## src/rtl/winograd_tile_buffer.sv

```systemverilog
// Winograd tile buffer: turns a raster-order pixel stream into overlapping
// T x T tiles with stride T-K+1. The tiles are packed in the flattened layout
// that the F(2x2,3x3) PE reads on its inpData port.
module winograd_tile_buffer #(
  parameter int IMG_WIDTH        = 8,
  parameter int IMG_HEIGHT       = 8,
  parameter int INPUT_TILE_SIZE  = 4,
  parameter int KERNEL_SIZE      = 3,
  parameter int INPUT_DATA_WIDTH = 8,
  parameter int CHANNELS         = 3,
  localparam int T      = INPUT_TILE_SIZE,
  localparam int S      = INPUT_TILE_SIZE - KERNEL_SIZE + 1,
  localparam int W      = INPUT_DATA_WIDTH,
  localparam int C      = CHANNELS,
  localparam int PIX_W  = C * W,
  localparam int TILE_W = T * T * PIX_W,
  localparam int NTR    = (IMG_HEIGHT - T) / S + 1,
  localparam int NTC    = (IMG_WIDTH - T) / S + 1,
  localparam int TR_W   = $clog2(NTR) + 1,
  localparam int TC_W   = $clog2(NTC) + 1
) (
  input  logic              clk,
  input  logic              reset,
  input  logic              in_valid,
  output logic              in_ready,
  input  logic [PIX_W-1:0]  in_pixel,
  output logic              tile_valid,
  input  logic              tile_ready,
  output logic [TILE_W-1:0] tile_data,
  output logic [TR_W-1:0]   tile_row,
  output logic [TC_W-1:0]   tile_col,
  output logic              frame_done
);

  localparam int COL_W = (IMG_WIDTH  > 1) ? $clog2(IMG_WIDTH)  : 1;
  localparam int ROW_W = (IMG_HEIGHT > 1) ? $clog2(IMG_HEIGHT) : 1;
  localparam int PR_W  = (T > 1) ? $clog2(T) : 1;

  // Geometry that cannot be tiled exactly is rejected at elaboration.
  if (IMG_WIDTH < T) begin : g_err_width
    $error("winograd_tile_buffer: IMG_WIDTH smaller than INPUT_TILE_SIZE");
  end
  if (IMG_HEIGHT < T) begin : g_err_height
    $error("winograd_tile_buffer: IMG_HEIGHT smaller than INPUT_TILE_SIZE");
  end
  if ((IMG_WIDTH - T) % S != 0) begin : g_err_wdiv
    $error("winograd_tile_buffer: IMG_WIDTH-T not divisible by stride");
  end
  if ((IMG_HEIGHT - T) % S != 0) begin : g_err_hdiv
    $error("winograd_tile_buffer: IMG_HEIGHT-T not divisible by stride");
  end

  typedef enum logic [0:0] {
    FILL = 1'b0,
    EMIT = 1'b1
  } state_t;

  state_t            state;
  logic [COL_W-1:0]  col_cnt;    // column of the next pixel to accept
  logic [ROW_W-1:0]  row_cnt;    // image row of the next pixel to accept
  logic [PR_W-1:0]   wr_phys;    // physical line-buffer row for row_cnt
  logic [PR_W-1:0]   base_phys;  // physical row holding tile row 0 of this band

  logic [PIX_W-1:0]  line_buf [T][IMG_WIDTH];

  logic              wr_en;
  logic              col_last;
  logic              row_is_last;
  logic [TC_W-1:0]   gather_tc;
  logic [TILE_W-1:0] gather;
  logic [PR_W-1:0]   wr_phys_next;
  logic [PR_W-1:0]   base_phys_next;

  assign wr_en       = in_valid && in_ready;
  assign col_last    = (col_cnt == COL_W'(IMG_WIDTH - 1));
  assign row_is_last = (int'(row_cnt) == S * int'(tile_row) + T - 1);
  // Tile to load next: column 0 when a band completes, else the following column.
  assign gather_tc   = (state == EMIT) ? tile_col + 1'b1 : '0;

  // Circular row pointers wrap at T.
  always_comb begin
    int nb;
    nb             = int'(base_phys) + S;
    if (nb >= T) nb = nb - T;
    base_phys_next = PR_W'(nb);
    wr_phys_next   = (wr_phys == PR_W'(T - 1)) ? '0 : wr_phys + 1'b1;
  end

  // Line buffer write port.
  // NOTE: the storage array has no reset; every entry is written before any tile
  // reads it, so clearing it would only cost a reset tree for no functional gain.
  always_ff @(posedge clk) begin
    if (wr_en) line_buf[wr_phys][col_cnt] <= in_pixel;
  end

  // Gather the next tile; the pixel being written this cycle is bypassed in so a
  // band's completing pixel is already visible in its first tile.
  always_comb begin
    int pr;
    int cc;
    // NOTE: every output of a combinational block gets a default before any
    // conditional assignment, otherwise unassigned paths infer latches.
    gather = '0;
    pr     = 0;
    cc     = 0;
    for (int k = 0; k < C; k++) begin
      for (int i = 0; i < T; i++) begin
        for (int j = 0; j < T; j++) begin
          pr = int'(base_phys) + i;
          if (pr >= T) pr = pr - T;
          cc = S * int'(gather_tc) + j;
          if (wr_en && (int'(wr_phys) == pr) && (int'(col_cnt) == cc))
            gather[((T*i + j) + T*T*k)*W +: W] = in_pixel[k*W +: W];
          else
            gather[((T*i + j) + T*T*k)*W +: W] = line_buf[PR_W'(pr)][COL_W'(cc)][k*W +: W];
        end
      end
    end
  end

  // Control FSM: FILL accepts pixels until a band is complete, EMIT streams its tiles.
  always_ff @(posedge clk or negedge reset) begin
    if (!reset) begin
      state      <= FILL;
      col_cnt    <= '0;
      row_cnt    <= '0;
      wr_phys    <= '0;
      base_phys  <= '0;
      tile_row   <= '0;
      tile_col   <= '0;
      in_ready   <= 1'b0;
      tile_valid <= 1'b0;
      tile_data  <= '0;
      frame_done <= 1'b0;
    end else begin
      // NOTE: state registers use non-blocking assignment so every register
      // samples pre-edge values; a later assignment in this block overrides an
      // earlier default for the same register.
      frame_done <= 1'b0;
      case (state)
        FILL: begin
          in_ready <= 1'b1;
          if (wr_en) begin
            if (col_last) begin
              col_cnt <= '0;
              row_cnt <= row_cnt + 1'b1;
              wr_phys <= wr_phys_next;
              if (row_is_last) begin
                state      <= EMIT;
                in_ready   <= 1'b0;
                tile_valid <= 1'b1;
                tile_col   <= '0;
                tile_data  <= gather;
              end
            end else begin
              col_cnt <= col_cnt + 1'b1;
            end
          end
        end

        EMIT: begin
          if (tile_ready) begin
            if (tile_col != TC_W'(NTC - 1)) begin
              tile_col  <= tile_col + 1'b1;
              tile_data <= gather;
            end else begin
              state      <= FILL;
              tile_valid <= 1'b0;
              in_ready   <= 1'b1;
              tile_col   <= '0;
              if (tile_row != TR_W'(NTR - 1)) begin
                tile_row  <= tile_row + 1'b1;
                base_phys <= base_phys_next;
              end else begin
                frame_done <= 1'b1;
                tile_row   <= '0;
                row_cnt    <= '0;
                col_cnt    <= '0;
                wr_phys    <= '0;
                base_phys  <= '0;
              end
            end
          end
        end

        default: state <= FILL;
      endcase
    end
  end

endmodule

```

## config.mk

```make
export PLATFORM = sky130hd
export DESIGN_NAME = winograd_tile_buffer
export DESIGN_NICKNAME = d
export VERILOG_FILES = /design/src/rtl/winograd_tile_buffer.sv
export SDC_FILE = /design/constraint.sdc
export NUM_CORES = 2
export LEC_CHECK = 0
export CAP_MARGIN = 20
export CORE_MARGIN = 2
export CORE_UTILIZATION = 36
export DETAILED_ROUTE_END_ITERATION = 8
export GPL_ROUTABILITY_DRIVEN = 0
export HOLD_SLACK_MARGIN = 0.1
export PLACE_DENSITY = 0.61
export REMOVE_ABC_BUFFERS = 1
export SYNTH_ARGS = -nofsm -noshare
export SYNTH_HDL_FRONTEND = slang
export SYNTH_SLANG_ARGS = --single-unit
export TNS_END_PERCENT = 30
```

## constraint.sdc

```tcl
create_clock -name clk -period 7.07 [get_ports clk]
set_input_delay 1.414 -clock clk [delete_from_list [all_inputs] [get_ports clk]]
set_output_delay 1.414 -clock clk [all_outputs]
set_load 0.01 [all_outputs]
```

Word-level counts from Yosys, hierarchy flattened
Memory sizes are Yosys's and may differ from the RTL's. Cells that the tools add are included.

Bits in writable memories: 768. ROM bits: 0. Output and inout bits: 393. Word-level logic and storage cells: 252. Memories: 1. Bits in latches: 0. Register bits after elaboration: 404.

Memory list: line_buf (words 4, bits a word 192, read ports 4, clocked after Yosys merged registers in 0, write ports 1, RTL line 64) `logic [PIX_W-1:0] line_buf [T][IMG_WIDTH];`.

Bitwise operators: 7. Reduce and logical (&&, ||, !) cells: 29. Order comparisons: 10. $add $sub $neg: 17. Multiplexer cells: 157. Equality and inequality tests: 20. $mul: 0. Divide/modulo/power cells: 0. Shift operators: 0.

Operators with widths (count): two-way mux 384 bit (5); binary-select mux 24 bit (select 3 bit) (16); two-way mux 24 bit (33); case mux 384 bit (2 select lines) (1); two-way mux 8 bit (48); two-way mux 192 bit (1); == test 3 x 32 -> 1 bit (4); two-way mux 32 bit (4); demux 24 bit (select 3 bit) (1); two-way mux 3 bit (14); logical AND 1 bit (22); two-way mux 1 bit (20); case mux 3 bit (2 select lines) (3); >= comparator 3 x 4 -> 1 bit, second input constant (4); == test 3 x 5 -> 1 bit (3); AND reduction 5 bit (3); two-way mux 2 bit (7); adder 3 x 1 -> 3 bit, second input constant (4); != test 2 bit, second input constant (6); NOT 3 bit (4); subtractor 3 x 3 -> 4 bit, second input constant (3); adder 4 x 2 -> 5 bit, second input constant (2); >= comparator 3 bit, second input constant (3); AND reduction 4 bit (2); 22 further kinds (27).

Depth between registers and ports, before layout
Depth after elaboration: 12. Depth in mapped cells: 15. Mapped depth without buffers: 8.

Least setup slack after synthesis
No wires, ideal clock.

Path type: reg2reg. From: register tile_col[0]. To: register tile_data[311]. Period minus slack after synthesis: 3456 ps. Setup time: 142 ps. Slack: 3614 ps. Cell stages (with the launch flop): 14. Required time: 6928 ps. Arrival: 3314 ps. Cells stage by stage: dfrtp_1 > buf_4 > inv_1 > clkbuf_1 > clkbuf_1 > ha_1 > buf_4 > xor2_1 > and2_1 > buf_2 > buf_2 > mux4_2 > mux2i_1 > o221ai_1.

Longest elaborated chain between the ends: 12.

Ends and longest elaborated chain: from (decl) (RTL line 31) `output logic [TC_W-1:0] tile_col,`; from (signal assigned) (RTL line 164) `tile_col <= tile_col + 1'b1;`; adder 3 x 1 -> 3 bit (RTL line 78) `assign gather_tc = (state == EMIT) ? tile_col + 1'b1 : '0;`; two-way mux 3 bit (RTL line 78); adder 4 x 2 -> 5 bit (RTL line 111) `cc = S * int'(gather_tc) + j;`; NOT 3 bit (implied by the code) (RTL line 115) `gather[((T*i + j) + T*T*k)*W +: W] = line_buf[PR_W'(pr)][COL_W'(cc)][k*W +: W];`; binary-select mux 24 bit (select 3 bit) (RTL line 115); two-way mux 24 bit (2 in series); two-way mux 8 bit (RTL line 112) `if (wr_en && (int'(wr_phys) == pr) && (int'(col_cnt) == cc))`; two-way mux 384 bit (RTL line 148) `if (row_is_last) begin`; two-way mux 384 bit (RTL line 144) `if (col_last) begin`; two-way mux 384 bit (RTL line 143) `if (wr_en) begin`; case mux 384 bit (2 select lines) (RTL line 140) `case (state)`; to (signal assigned) (RTL line 153) `tile_data <= gather;`; to (signal assigned) (RTL line 165) `tile_data <= gather;`; to (decl) (RTL line 29) `output logic [TILE_W-1:0] tile_data,`.

Parallel ways exist; a longest one is shown, timed or not. The select of a mux whose other input is x is not followed. A chain may end at the register's enable or synchronous reset.

Worst setup path in the final report
From: register tile_col[0]. To: register tile_data[157].

Longest elaborated chain between the ends: 12.

Ends and longest elaborated chain (RTL line): adder 3 x 1 -> 3 bit (78); two-way mux 3 bit (78); adder 4 x 2 -> 5 bit (111); NOT 3 bit (implied by the code) (115); binary-select mux 24 bit (select 3 bit) (115); two-way mux 24 bit (implied by the code) (2 in series) (115); two-way mux 8 bit (112); two-way mux 384 bit (148); two-way mux 384 bit (144); two-way mux 384 bit (143); case mux 384 bit (2 select lines) (140).

Parallel ways exist; a longest one is shown, timed or not. The select of a mux whose other input is x is not followed.

==> metrics.md <==
| Metric | Value |
|---|---|
| Status | completed |
| Chip height | 423.2 um |
| ANT nets after route | 0 |
| Cts repair resizes | 0 |
| DP HPWL | 147200 um |
| Final period utilization | 79.37% |
| Largest family of logic cells by synthesized area | multiplexers |
| Crit end category | flop |
| GRT overflow | 0 |
| Area Growth Syn to Fin | 16.17% |
| Pin count of the biggest net entering global routing | 158 |
| GR Util All Layers | 26.06% |
| Hold Slack | 0.4765 ns |
| Pwr per Cell Area | 338.9 nW/um^2 |
| Row count | 153 |
| Die X | 423.2 um |
| Initial antenna violation count | 11 |
| Sw Ratio | 35.83% |
| Sink Count | 1171 |
| Hold Path Class | flop to flop |
| Fin nets | 5442 |
| Rel. slew slack | 20.54% |
| Setup TNS | 0 ns |
| Core region area | 174200 um^2 |
| Max-Cap Viols | 0 |
| Register area | 33160 um^2 |
| Clk pwr share | 26.4% |
| Routed via count | 49220 |
| TritonCTS clock tree | built |
| Register bit count reported by yosys | 1171 |
| Post-synth ARST share | 34.42% |
| RSZ-0062 raised after global routing | no |
| Adder-cell share of the synthesized area | 0.2175% |
| CP Class | flop to flop |
| Count of cell types in the netlist | 65 |
| Post-synthesis cell count | 5242 |
| Worst VDD drop | 235.7 uV |
| Hold Vio Cnt, Final | 0 |
| Ys Warns | 0 |
| CP max FO | 52 |
| PortBufs | 420 |
| Avg Inst Size Synth | 12.07 um^2 |
| Initial cell density of the core | 36.32% |
| Worst EP arrival | 6.24 ns |
| Internal | 15.99 mW |
| Seq/Total Area, Yosys | 52.39% |
| Least-Margin Pin Slew | 1.187 ns |
| Postcts setup bufs | 0 |
| Simple-gate share of the synthesized area | 7.521% |
| Mux contribution to synthesized area | 21.94% |
| Worst clock skew | 0.01664 ns |
| Initial DRC count | 6108 |
| Synthesized-area fraction occupied by xor and xnor cells | 0.1226% |
| First-pass GRT wire length | 340800 um |
| H-tree Lvls | 3 |
| Seq pwr share | 39.3% |
| Fillers | 16090 |
| Slew Limit Fails | 0 |
| Synth Area in Compound Gates | 14.13% |
| Clk buf depth | 3 |
| Sw Pwr | 8.925 mW |
| Post-synthesis cell area | 63270 um^2 |
| DR WL/cell | 30.71 um |
| Final setup viols | 0 |
| Final routed DRC violation total | 0 |
| Req. time, crit path | 7.70 ns |
| Post-Route WL | 240800 um |
| Vias in the first global route | 47450 |
| Die Area | 179100 um^2 |
| Cts hold-fix bufs | 0 |
| Drt first pass iters | 6 |
| Cts bufs inserted | 119 |
| Tmin final | 5.612 ns |
| Area occupied by multi-input gates | 28060 um^2 |
| Pleak | 24.85 nW |
| Startpoint types | flop |
| Reg clk slew, reported paths | 0.06 ns |
| Root Buffer | clkbuf_16 |
| Vias/cell | 6.277 |
| Combinational share of power | 34.3% |
| Clock Latency Late Sink | 0.76 ns |
| Number of synthesized flops with an enable pin | 768 |
| Fraction of layout cells with a size suffix above 1 | 16.21% |
| Num ports | 421 |
| Synth Flop Type | edfxtp_1 |
| Peak Freq | 0.1782 GHz |
-- per-layer routing --
| layer | share of wire (%) | global-route usage [%] | vias up | routed length, um |
|---|---|---|---|---|
| met2 | 45 | 39.80 | 3011 | 107900 |
| met4 | 8.4 | 19.89 | 2 | 20350 |
| met3 | 9.9 | 5.176 | 702 | 23740 |
| met1 | 37 | 32.60 | 24830 | 88790 |
| li1 | - | - | 20670 | - |
| met5 | 0.0054 | 0 | - | 13 |
-- cells in the mapped netlist (43+ instances only) --
library cell | number | share of area [%]
o32ai_1 | 45 | 0.62
buf_1 | 43 | 0.26
a22oi_1 | 86 | 1.0
a22o_1 | 126 | 1.7
nor3_1 | 117 | 0.93
dfrtp_1 | 403 | 16
nor2_1 | 419 | 2.5
mux2_2 | 146 | 2.6
o21ai_0 | 329 | 2.6
a31oi_1 | 73 | 0.72
mux2i_1 | 478 | 7.6
a21oi_1 | 357 | 2.8
edfxtp_1 | 768 | 36
buf_2 | 175 | 1.4
nand3_1 | 66 | 0.52
a211oi_1 | 49 | 0.58
o22ai_1 | 213 | 2.1
clkbuf_1 | 255 | 1.5
nand2_1 | 457 | 2.7
mux4_2 | 331 | 12
-- registers in the layout, indices dropped and copies added (netlist names) --
signal / count
in_ready: 1
tile_col: 3
base_phys: 1
wr_phys: 2
state: 1
frame_done: 1
tile_valid: 1
tile_row: 3
col_cnt: 3
row_cnt: 3
line_buf: 768
tile_data: 384
-- worst paths after layout --
| check | slack [ns] | cells past startpoint | start | endpoint |
|---|---|---|---|---|
| max reg2reg | 1.46 | 8 | tile_col[0]$_DFFE_PN0P_ | tile_data[157]$_DFFE_PN0P_ |
| min in group asynchronous | 0.56 | 1 | reset | tile_data[349]$_DFFE_PN0P_ |
| max in group asynchronous | 5.02 | 2 | reset | state$_DFF_PN0_ |
| min | 0.48 | 2 | tile_data[239]$_DFFE_PN0P_ | tile_data[239]$_DFFE_PN0P_ |
| min reg2reg | 0.48 | 2 | tile_data[239]$_DFFE_PN0P_ | tile_data[239]$_DFFE_PN0P_ |
| max | 1.46 | 8 | tile_col[0]$_DFFE_PN0P_ | tile_data[157]$_DFFE_PN0P_ |
-- worst max-delay path, stage by stage (launching register included) --
cell	delay [ns]
dfrtp_4	0.88
clkinv_2	0.55
ha_4	1.12
inv_2	0.48
a211oi_1	0.49
or2_2	0.39
nand3_2	0.93
nor3_1	0.47
nor2_1	0.09
-- final cells by class --
cell class              count  area share [%]
inverters                  28          0.1481
flip-flops and latches   1171           45.11
diodes                      7         0.02383
repair buffers            542           7.065
well taps                2325           3.958
clock buffers             175           4.835
clock inverters            52          0.6860
multi-input cells        3541           38.17
-- power by group through the flow --
stage          combinational (mW)  clock [mW]  sequential, mW
3_3_place_gp                 8.41           0            9.89
2_1_floorplan                4.16           0            10.0
3_5_place_dp                 8.49           0            9.91
6_report                     8.55        6.58            9.78
4_1_cts                      8.51        6.65            9.80
5_1_grt                      9.06        6.92            9.89
-- per-stage QoR --
stage	cell area [um^2]	util [%]	total power [mW]	instances	setup slack, ns
6_report	73500	42.19	24.91	7841	1.458
5_1_grt	73490	42.19	25.87	7838	1.346
4_1_cts	73460	42.17	24.96	7833	1.667
3_5_place_dp	69400	39.84	18.40	7606	1.673
3_3_place_gp	69400	39.84	18.30	7606	1.750
2_1_floorplan	61050	-	14.19	4740	-24.68
-- layout by cell type, fill, tap and decap left out, drive strengths merged, types with 86 or more instances in the layout --
cell | netlist | layout
a21oi | 357 | 357
a22o | 126 | 126
a22oi | 86 | 86
buf | 246 | 147
clkbuf | 256 | 175
clkdlybuf4s50 | 0 | 395
dfrtp | 403 | 403
edfxtp | 768 | 768
mux2 | 146 | 146
mux2i | 478 | 478
mux4 | 331 | 331
nand2 | 457 | 457
nor2 | 419 | 419
nor3 | 117 | 117
o21ai | 349 | 349
o22ai | 213 | 213
-- cell families after synthesis --
family | after synthesis
compound gates | 1427
fa+ha+maj | 11
xor+xnor | 8
flops | 1171
mux | 955
simple gates | 1140
buf+inv | 530
Note: power is estimated with default switching activity, not from simulation.
